File: src/rtl/arp_pkg.sv
// arp_pkg: definitions shared by the ARP cache and the ARP tx/rx blocks.
//   IP_W / MAC_W      : address widths
//   ARP_OP_REQ/REPLY  : ARP opcode values as used by the tx path
//   arp_state_e       : lookup FSM state encoding
package arp_pkg;

  localparam int IP_W         = 32;
  localparam int MAC_W        = 48;
  localparam int ARP_OP_REQ   = 1;
  localparam int ARP_OP_REPLY = 0;

  typedef enum logic [1:0] {
    ST_IDLE = 2'd0,
    ST_SEND = 2'd1,
    ST_WAIT = 2'd2,
    ST_DONE = 2'd3
  } arp_state_e;

endpackage

File: src/rtl/arp_cache_table.sv
// arp_cache_table: IP->MAC binding store.
//   clk, rstn          : clock, asynchronous active-low reset
//   tick               : one-cycle age tick from the divider
//   flush              : invalidate everything (beats a same-cycle learn)
//   learn_valid/ip/mac : binding to write at the next edge
//   lookup_ip          : address compared in parallel against valid entries
//   lookup_hit/mac     : combinational match result
//   entry_count        : registered number of valid entries
module arp_cache_table
  import arp_pkg::*;
#(
  parameter int ENTRIES = 8,
  parameter int AGE_MAX = 60000
) (
  input  logic                         clk,
  input  logic                         rstn,
  input  logic                         tick,
  input  logic                         flush,
  input  logic                         learn_valid,
  input  logic [IP_W-1:0]              learn_ip,
  input  logic [MAC_W-1:0]             learn_mac,
  input  logic [IP_W-1:0]              lookup_ip,
  output logic                         lookup_hit,
  output logic [MAC_W-1:0]             lookup_mac,
  output logic [$clog2(ENTRIES+1)-1:0] entry_count
);

  localparam int IDX_W = $clog2(ENTRIES);
  localparam int AGE_W = $clog2(AGE_MAX + 1);
  localparam int CNT_W = $clog2(ENTRIES + 1);

  logic [ENTRIES-1:0] valid_q, valid_d;
  logic [AGE_W-1:0]   age_q [ENTRIES];
  logic [AGE_W-1:0]   age_d [ENTRIES];
  logic [IP_W-1:0]    ip_q  [ENTRIES];
  logic [MAC_W-1:0]   mac_q [ENTRIES];
  logic [CNT_W-1:0]   count_q;

  logic             learn_match, free_found;
  logic [IDX_W-1:0] match_idx, free_idx, old_idx, wr_idx;
  logic [AGE_W-1:0] old_age;

  function automatic logic [CNT_W-1:0] count_valid(input logic [ENTRIES-1:0] v);
    logic [CNT_W-1:0] c;
    c = '0;
    for (int i = 0; i < ENTRIES; i++) c = c + CNT_W'(v[i]);
    return c;
  endfunction

  // Slot choice for a learn: refresh a matching entry, else the lowest free
  // slot, else the oldest entry (lowest index wins a tie). Decided on the
  // table as it stands before this edge's ageing.
  always_comb begin
    learn_match = 1'b0;
    match_idx   = '0;
    free_found  = 1'b0;
    free_idx    = '0;
    for (int i = ENTRIES - 1; i >= 0; i--) begin
      if (valid_q[i] && (ip_q[i] == learn_ip)) begin
        learn_match = 1'b1;
        match_idx   = IDX_W'(i);
      end
      if (!valid_q[i]) begin
        free_found = 1'b1;
        free_idx   = IDX_W'(i);
      end
    end
    old_idx = '0;
    old_age = age_q[0];
    for (int i = 1; i < ENTRIES; i++) begin
      if (age_q[i] > old_age) begin
        old_age = age_q[i];
        old_idx = IDX_W'(i);
      end
    end
    wr_idx = learn_match ? match_idx : (free_found ? free_idx : old_idx);
  end

  always_comb begin
    lookup_hit = 1'b0;
    lookup_mac = '0;
    for (int i = 0; i < ENTRIES; i++) begin
      if (valid_q[i] && (ip_q[i] == lookup_ip)) begin
        lookup_hit = 1'b1;
        lookup_mac = mac_q[i];
      end
    end
  end

  // Ageing and learn write; a learn landing on an entry in its expiry tick
  // leaves it valid with age 0.
  always_comb begin
    for (int i = 0; i < ENTRIES; i++) begin
      valid_d[i] = valid_q[i];
      age_d[i]   = age_q[i];
      if (flush) begin
        valid_d[i] = 1'b0;
        age_d[i]   = '0;
      end else begin
        if (tick && valid_q[i]) begin
          if (age_q[i] != AGE_W'(AGE_MAX)) age_d[i] = age_q[i] + AGE_W'(1);
          if (age_q[i] >= AGE_W'(AGE_MAX - 1)) valid_d[i] = 1'b0;
        end
        if (learn_valid && (wr_idx == IDX_W'(i))) begin
          valid_d[i] = 1'b1;
          age_d[i]   = '0;
        end
      end
    end
  end

  // ---- state registers: control reset, bindings unreset ----
  always_ff @(posedge clk or negedge rstn) begin
    if (!rstn) begin
      valid_q <= '0;
      count_q <= '0;
      for (int i = 0; i < ENTRIES; i++) age_q[i] <= '0;
    end else begin
      valid_q <= valid_d;
      count_q <= count_valid(valid_d);
      for (int i = 0; i < ENTRIES; i++) age_q[i] <= age_d[i];
    end
  end

  always_ff @(posedge clk) begin
    if (learn_valid && !flush) begin
      ip_q[wr_idx]  <= learn_ip;
      mac_q[wr_idx] <= learn_mac;
    end
  end

  assign entry_count = count_q;

endmodule

File: src/rtl/arp_cache.sv
// arp_cache: IP->MAC resolution cache with ARP request generation on miss.
//   clk, rstn                 : clock, asynchronous active-low reset
//   learn_valid/ip/mac        : binding received from ARP rx
//   lookup_req/ip, lookup_ready : lookup handshake (accepted while ready)
//   lookup_done/hit/mac       : one-cycle result; mac is 0 on a miss
//   req_en/req_ip, req_busy   : ARP request to tx, held off while busy
//   flush                     : drop all entries and abort an active lookup
//   entry_count               : number of valid entries
module arp_cache
  import arp_pkg::*;
#(
  parameter int ENTRIES       = 8,
  parameter int TICK_DIV      = 125000,
  parameter int AGE_MAX       = 60000,
  parameter int RETRY_TIMEOUT = 1000,
  parameter int RETRY_MAX     = 3
) (
  input  logic                         clk,
  input  logic                         rstn,
  input  logic                         learn_valid,
  input  logic [IP_W-1:0]              learn_ip,
  input  logic [MAC_W-1:0]             learn_mac,
  input  logic                         lookup_req,
  input  logic [IP_W-1:0]              lookup_ip,
  output logic                         lookup_ready,
  output logic                         lookup_done,
  output logic                         lookup_hit,
  output logic [MAC_W-1:0]             lookup_mac,
  output logic                         req_en,
  output logic [IP_W-1:0]              req_ip,
  input  logic                         req_busy,
  input  logic                         flush,
  output logic [$clog2(ENTRIES+1)-1:0] entry_count
);

  localparam int DIV_W = $clog2(TICK_DIV + 1);
  localparam int TMO_W = $clog2(RETRY_TIMEOUT + 1);
  localparam int RTY_W = $clog2(RETRY_MAX + 1);

  arp_state_e       state_q, state_d;
  logic [DIV_W-1:0] div_q;
  logic             tick;
  logic [TMO_W-1:0] wait_q, wait_d;
  logic [RTY_W-1:0] retry_q, retry_d;
  logic             res_hit_q, res_hit_d;
  logic [MAC_W-1:0] res_mac_q, res_mac_d;
  logic [IP_W-1:0]  lk_ip_q, lk_ip_d;
  logic [IP_W-1:0]  req_ip_q, req_ip_d;
  logic             tbl_hit;
  logic [MAC_W-1:0] tbl_mac;

  arp_cache_table #(
    .ENTRIES (ENTRIES),
    .AGE_MAX (AGE_MAX)
  ) u_table (
    .clk         (clk),
    .rstn        (rstn),
    .tick        (tick),
    .flush       (flush),
    .learn_valid (learn_valid),
    .learn_ip    (learn_ip),
    .learn_mac   (learn_mac),
    .lookup_ip   (lookup_ip),
    .lookup_hit  (tbl_hit),
    .lookup_mac  (tbl_mac),
    .entry_count (entry_count)
  );

  // Free-running divider; its phase is never disturbed by the FSM, so a
  // timeout is accurate to one tick.
  assign tick = (div_q == DIV_W'(TICK_DIV - 1));

  always_ff @(posedge clk or negedge rstn) begin
    if (!rstn) div_q <= '0;
    else       div_q <= tick ? '0 : div_q + DIV_W'(1);
  end

  // ---- FSM state register ----
  always_ff @(posedge clk or negedge rstn) begin
    if (!rstn) begin
      state_q   <= ST_IDLE;
      wait_q    <= '0;
      retry_q   <= '0;
      res_hit_q <= 1'b0;
      req_ip_q  <= '0;
    end else begin
      state_q   <= state_d;
      wait_q    <= wait_d;
      retry_q   <= retry_d;
      res_hit_q <= res_hit_d;
      req_ip_q  <= req_ip_d;
    end
  end

  always_ff @(posedge clk) begin
    lk_ip_q   <= lk_ip_d;
    res_mac_q <= res_mac_d;
  end

  // ---- FSM next state ----
  always_comb begin
    state_d   = state_q;
    wait_d    = wait_q;
    retry_d   = retry_q;
    res_hit_d = res_hit_q;
    res_mac_d = res_mac_q;
    lk_ip_d   = lk_ip_q;
    req_ip_d  = req_ip_q;
    unique case (state_q)
      ST_IDLE: begin
        if (lookup_req) begin
          lk_ip_d   = lookup_ip;
          res_hit_d = 1'b0;
          res_mac_d = '0;
          if (flush) begin
            state_d = ST_DONE;
          end else if (learn_valid && (learn_ip == lookup_ip)) begin
            // Same-cycle learn is newer than anything in the table.
            state_d   = ST_DONE;
            res_hit_d = 1'b1;
            res_mac_d = learn_mac;
          end else if (tbl_hit) begin
            state_d   = ST_DONE;
            res_hit_d = 1'b1;
            res_mac_d = tbl_mac;
          end else begin
            state_d  = ST_SEND;
            retry_d  = '0;
            req_ip_d = lookup_ip;
          end
        end
      end
      ST_SEND: begin
        if (flush) begin
          state_d   = ST_DONE;
          res_hit_d = 1'b0;
        end else if (!req_busy) begin
          state_d = ST_WAIT;
          retry_d = retry_q + RTY_W'(1);
          wait_d  = '0;
        end
      end
      ST_WAIT: begin
        if (flush) begin
          state_d   = ST_DONE;
          res_hit_d = 1'b0;
        end else if (learn_valid && (learn_ip == lk_ip_q)) begin
          // A matching reply beats a timeout in the same cycle.
          state_d   = ST_DONE;
          res_hit_d = 1'b1;
          res_mac_d = learn_mac;
        end else if (tick) begin
          if (wait_q == TMO_W'(RETRY_TIMEOUT - 1)) begin
            if (retry_q < RTY_W'(RETRY_MAX)) state_d = ST_SEND;
            else                             state_d = ST_DONE;
          end else begin
            wait_d = wait_q + TMO_W'(1);
          end
        end
      end
      ST_DONE: state_d = ST_IDLE;
      default: state_d = ST_IDLE;
    endcase
  end

  // ---- FSM outputs ----
  always_comb begin
    lookup_ready = (state_q == ST_IDLE);
    lookup_done  = (state_q == ST_DONE);
    lookup_hit   = lookup_done && res_hit_q;
    lookup_mac   = (lookup_done && res_hit_q) ? res_mac_q : '0;
    req_en       = (state_q == ST_SEND) && !req_busy && !flush;
    req_ip       = req_ip_q;
  end

endmodule
File: config.mk
export PLATFORM = sky130hd
export DESIGN_NAME = arp_cache
export DESIGN_NICKNAME = d
export VERILOG_FILES = /design/src/rtl/arp_pkg.sv /design/src/rtl/arp_cache_table.sv /design/src/rtl/arp_cache.sv
export SDC_FILE = /design/constraint.sdc
export NUM_CORES = 2
export LEC_CHECK = 0
export CELL_PAD_IN_SITES_DETAIL_PLACEMENT = 0
export CELL_PAD_IN_SITES_GLOBAL_PLACEMENT = 1
export CORE_MARGIN = 5
export CORE_UTILIZATION = 55
export DETAILED_ROUTE_END_ITERATION = 8
export PLACE_DENSITY = 0.94
export RECOVER_POWER = 50
export SYNTH_ARGS = -nofsm -noshare
export SYNTH_HDL_FRONTEND = slang
export SYNTH_SLANG_ARGS = --single-unit
File: constraint.sdc
create_clock -name clk -period 60.1 [get_ports clk]
set_input_delay 12.02 -clock clk [delete_from_list [all_inputs] [get_ports clk]]
set_output_delay 12.02 -clock clk [all_outputs]
set_load 0.005 [all_outputs]
After elaboration in Yosys (flattened, before gate mapping). Memories as Yosys holds them, arrays and structs flattened. Cells that the tools add are included.

Bits in latches: 0. Bits in writable memories: 640. ROM bits: 0. Memories: 2. Flip-flop bits (word level): 284. Logic and storage cells: 360. Output and inout bits: 88. Input port bits: 118.

Bitwise gates (word level): 3. Multiplexer cells: 172. Equal/unequal tests: 54. Reduce and logical (&&, ||, !) cells: 77. Shift-type cells: 0. Magnitude comparators: 16. $add $sub $neg: 18. Multiply operators: 0. Divide/modulo/power cells: 0.

Memory list: u_table.mac_q (words 8, bits a word 48, rd ports 8, clocked after memory_dff 0, wr ports 1, line arp_cache_table.sv:36) `logic [MAC_W-1:0] mac_q [ENTRIES];`; u_table.ip_q (words 8, bits a word 32, rd ports 8, clocked after memory_dff 0, wr ports 1, line arp_cache_table.sv:35) `logic [IP_W-1:0] ip_q [ENTRIES];`.

Operators by type and width (number): $mux W48 (15); $mux W16 (38); $eq A32 B32 Y1 (18); $add A16 B1 Y16 const B (8); $ge A16 B16 Y1 const B (8); $ne A16 B16 Y1 const B (8); $gt A16 B16 Y1 (7); $pmux W48 S2 (1); $mux W1 (66); $mux W3 (22); $mux W10 (6); $reduce_bool A3 Y1 (17); $logic_and A1 B1 Y1 (38); $mux W2 (19); $add A4 B1 Y4 (6); $ne A2 B2 Y1 const B (12); $pmux W10 S2 (1); $reduce_and A2 Y1 (9); $add A17 B1 Y17 const B (1); $eq A17 B17 Y1 const B (1); $mux W17 (1); $reduce_and A7 Y1 (2); $eq A3 B3 Y1 const B (4); $reduce_and A4 Y1 (3); other kinds (20) (29).

Logic depth before layout (Yosys ltp).
Word-level depth: 27. Depth in mapped cells: 89. Depth with buffers taken out: 78.

By module. Synthesis repeated with hierarchy kept, for this count alone.

Cells, all modules: 3882. Area total of the unflattened synthesis: 48636.6 µm².

By module, submodules not included: arp_cache_table (times used 1, area each 41604.9 µm², cells an instance 3315, seq. area each 22721.8 µm²); arp_cache (times used 1, area each 7031.7 µm², cells an instance 567, seq. area each 4003.8 µm²).

Worst setup path after synthesis. Ideal clock, no wire load.

Path type: input port to output port. Start point: in flush. End point: out req_en. Stages: 4. Path buffers: 1. Required time: 48080 ps. Arrival time: 12420 ps. Path slack: 35660 ps. Path through: clkbuf_1 -> inv_1 -> nand2_1 -> nor2_1.

Cells in the longest elaborated chain, start to end: 2.

Ends and longest elaborated chain: from (decl) (line arp_cache.sv:32) `input logic flush,`; $logic_not A1 Y1 (line arp_cache.sv:172) `req_en = (state_q == ST_SEND) && !req_busy && !flush;`; $logic_and A1 B1 Y1 (line arp_cache.sv:172); to (decl) (line arp_cache.sv:29) `output logic req_en,`.

No other way between the ends.

Worst setup path in the final report. Same ends and word-level chain as after synthesis.

==> impl_metrics.json <==
{
  "status": "complete, but fails checks",
  "violations": "max-capacitance violations, max-slew violations",
  "ant_nets": 0,
  "vias_per_cell": 6.30,
  "die_x_um": 308,
  "power_mw": 1.55,
  "leakagePower_nw": 20.5,
  "r2r_end": "u_table.entry_count[2]",
  "cts_max_level": 3,
  "routed_wirelength_mm": 140,
  "worstSetupStartpointType": "input pin",
  "whs_ps": 493,
  "final_cell_area_mm2": 0.0554,
  "hpwl_mm": 86.1,
  "rrSetupSlack_ps": 38610,
  "gp_congestion": 0.954,
  "whs_path_depth": 1,
  "pin_count": 206,
  "synth_nets": 4232,
  "grt_pass1_wl_mm": 210,
  "synth_area_mm2": 0.0489,
  "core_area_mm2": 0.0884,
  "crit_required_ps": 48080,
  "timing.rr.start": "u_table.age_q[126]",
  "cp_data_arrival_time_ps": 13710,
  "grt.busiest_layer": "met2",
  "drtIter0Drc": 3452,
  "worst_pin_slew_ps": 4810,
  "cp_slowest_cell": "buf_4",
  "layout_setup_ws_ps": 34370,
  "antenna_found_initial": 9,
  "post_cts_resized": 0,
  "finalSetupViolations": 0,
  "port_buffers": 205,
  "vias": 34100,
  "max_stage_delay_ps": 520,
  "ys_types": 85,
  "initial_core_util_pct": 55.4,
  "place_area_mm2": 0.0524,
  "rsz0062_at_grt": "no",
  "cts_buffers": 96,
  "synth-main-ff-cell": "edfxtp_1",
  "synth_edf_count": 720,
  "fill_cells": 6840,
  "clk_pin_slew_ps": 50,
  "synth_area_leaders": "edfxtp_1 (44%), dfrtp_1 (10%), xnor2_1 (8.3%)",
  "post_route_cells_drive_above_1_share_pct": 11.5,
  "syn_to_final_growth_pct": 13.3,
  "hold_viol": 0,
  "r2r_cells": 73,
  "hold_path_class": "register to register",
  "cp_common_cell": "buf_4",
  "avgSynthCellArea_um2": 12.3,
  "yosysWarnings": 0,
  "cellPowerDensity_mw_per_mm2": 27.9,
  "hold_end": "div_q[0]",
  "synthArstFlopShare_pct": 22.1,
  "rows": 109,
  "grt_use_met2_pct": 45.0,
  "worstPathMaxFanout": 60,
  "cts_sinks": 924,
  "drc": 0,
  "grt_pass1_vias": 34000,
  "grt_max_degree": 84,
  "setup-tns-final_ps": 0,
  "fin_crit_sh_pct": 42.8,
  "worst_hold_startpoint": "div_q[0]",
  "clockRootBuffer": "clkbuf_16",
  "period_needed_ps": 25730,
  "yosys.area.top_type_share_pct": 44.2,
  "synthCells": 3976,
  "dieArea_mm2": 0.0950,
  "synth_top_cell_by_area": "edfxtp_1",
  "fin_skew_ps": 51.5,
  "cts_tree": "done",
  "path_cells": "buf_4, inv_1, buf_4, nand2_1, nor2_1, clkdlybuf4s50_1",
  "wire_per_inst_um": 25.8,
  "cts_hold_buf": 0,
  "grt_usage_pct": 28.8,
  "first_pass_iters": 6,
  "endpoint_kind": "output port",
  "clk_latency_ps": 680,
  "ys_ff_latch": 924,
  "grtUsageMet3_pct": 7.11,
  "synth-seq-area-share_pct": 54.6,
  "dpl_worst_slack_ps": 34400,
  "ir_drop_mv": 0.0437,
  "nets": 4427,
  "global_route.usage.met1_pct": 39.9,
  "post_cts_buffers": 0,
  "cts_buffer_depth": 3,
  "report.final.slew_viol_count": 1101,
  "fmax_ghz": 0.0389,
  "maxCapViolCount": 55,
  "slew_headroom_pct": -221,
  "worstSetupPathType": "input pin to output port",
  "grt-ovfl-total": 0,
  "die_y_um": 308
}
## report_power, final
| part | total (mW) | internal [mW] | switching [mW] |
|---|---|---|---|
| clock network | 0.623 | 0.360 | 0.263 |
| logic | 0.178 | 0.0680 | 0.110 |
| registers | 0.745 | 0.729 | 0.0166 |
| total | 1.55 | 1.16 | 0.389 |
## cells in the mapped netlist (6+ instances only)
cell type,count
ha_1,134
nand2_1,183
o21ai_0,107
xor2_1,243
clkbuf_1,121
nand4b_1,8
edfxtp_1,720
a22oi_1,48
buf_2,75
o211ai_1,8
nor3b_1,6
xnor2_1,463
and2_1,7
a2111oi_0,7
buf_1,11
a31o_2,9
nand3_1,116
a211oi_1,98
nor4b_1,7
nand2b_1,19
nor4_1,101
nor2b_1,12
mux2i_1,150
dfrtp_1,204
mux2_2,245
a21o_1,33
or3_1,10
nor2_1,113
o311ai_0,6
nand4_1,153
a31oi_1,13
and4_1,12
o21a_1,11
or4_1,16
and3_1,86
nor3_1,88
a21oi_1,61
inv_1,171
## flip-flops by register name, summed over array words and instances, names as in the netlist
signal,flops
u_table.ip_q,256
u_table.mac_q,384
res_hit_q,1
u_table.entry_count,4
lk_ip_q,32
u_table.valid_q,8
req_ip,32
retry_q,2
div_q,17
res_mac_q,48
wait_q,10
state_q,2
u_table.age_q,128
## logic make-up (layout without fill, tap and decap cells)
logic type / after synthesis / after routing / share of synthesized area (%)
multiplexers: 398 / 398 / 8.80
XOR/XNOR: 706 / 706 / 12.6
AND/OR/NAND/NOR: 959 / 959 / 10.5
flip-flops: 924 / 924 / 54.6
adder cells (fa/ha/maj): 138 / 138 / 3.59
buffers and inverters: 382 / 657 / 3.17
other: 0 / 2 / 0
AO/OA/AOI/OAI: 469 / 469 / 6.66
## metrics by stage
step / utilization (%) / cells
global placement: 59.3 / 5238
finish: 62.7 / 5418
detailed placement: 59.3 / 5238
global route: 62.7 / 5417
CTS: 63.0 / 5416
floorplan: - / 3976
## worst max path at each step
stage / startpoint / endpoint / slack [ps]
after global routing: flush / req_en / 34280
after floorplan: flush / req_en / 35660
after CTS: flush / req_en / 34400
after detailed placement: flush / req_en / 34400
after global placement: flush / req_en / 34400
final: flush / req_en / 34370
## metal layers
metal  vias to the layer above  share of wire [%]
li1                      15100                  -
met1                     16900                 40
met2                      1777                 45
met3                       354                 11
met4                        12                3.8
met5                         -              0.065
## area by class of cell
cell class	instances	area [µm²]	area share [%]
Tap cell	1165	1460	2.63
Clock inverter	56	749	1.35
Timing Repair Buffer	307	2550	4.61
Multi-Input combinational cell	2670	20800	37.4
Clock buffer	122	2550	4.60
Inverter	172	646	1.16
Antenna cell	2	5.00	0.00903
Sequential cell	924	26700	48.2
## critical path, delay by kind of cell
family        cells  cell delay (ps)
simple gates      2              280
buf+inv           4             1360
## cell usage in the layout, fill, tap and decap left out, drive strengths merged, types with 35 or more instances in the layout
cell           instances
a211oi                99
a21oi                 62
a22oi                 48
and3                  86
buf                   35
clkbuf               191
clkdlybuf4s50         83
dfrtp                204
dlygate4sd3          120
edfxtp               720
ha                   134
inv                  175
mux2                 248
mux2i                150
nand2                184
nand3                116
nand4                153
nor2                 113
nor3                  90
nor4                 101
o21ai                109
xnor2                463
xor2                 243
Power figures use the tool's default switching activity.
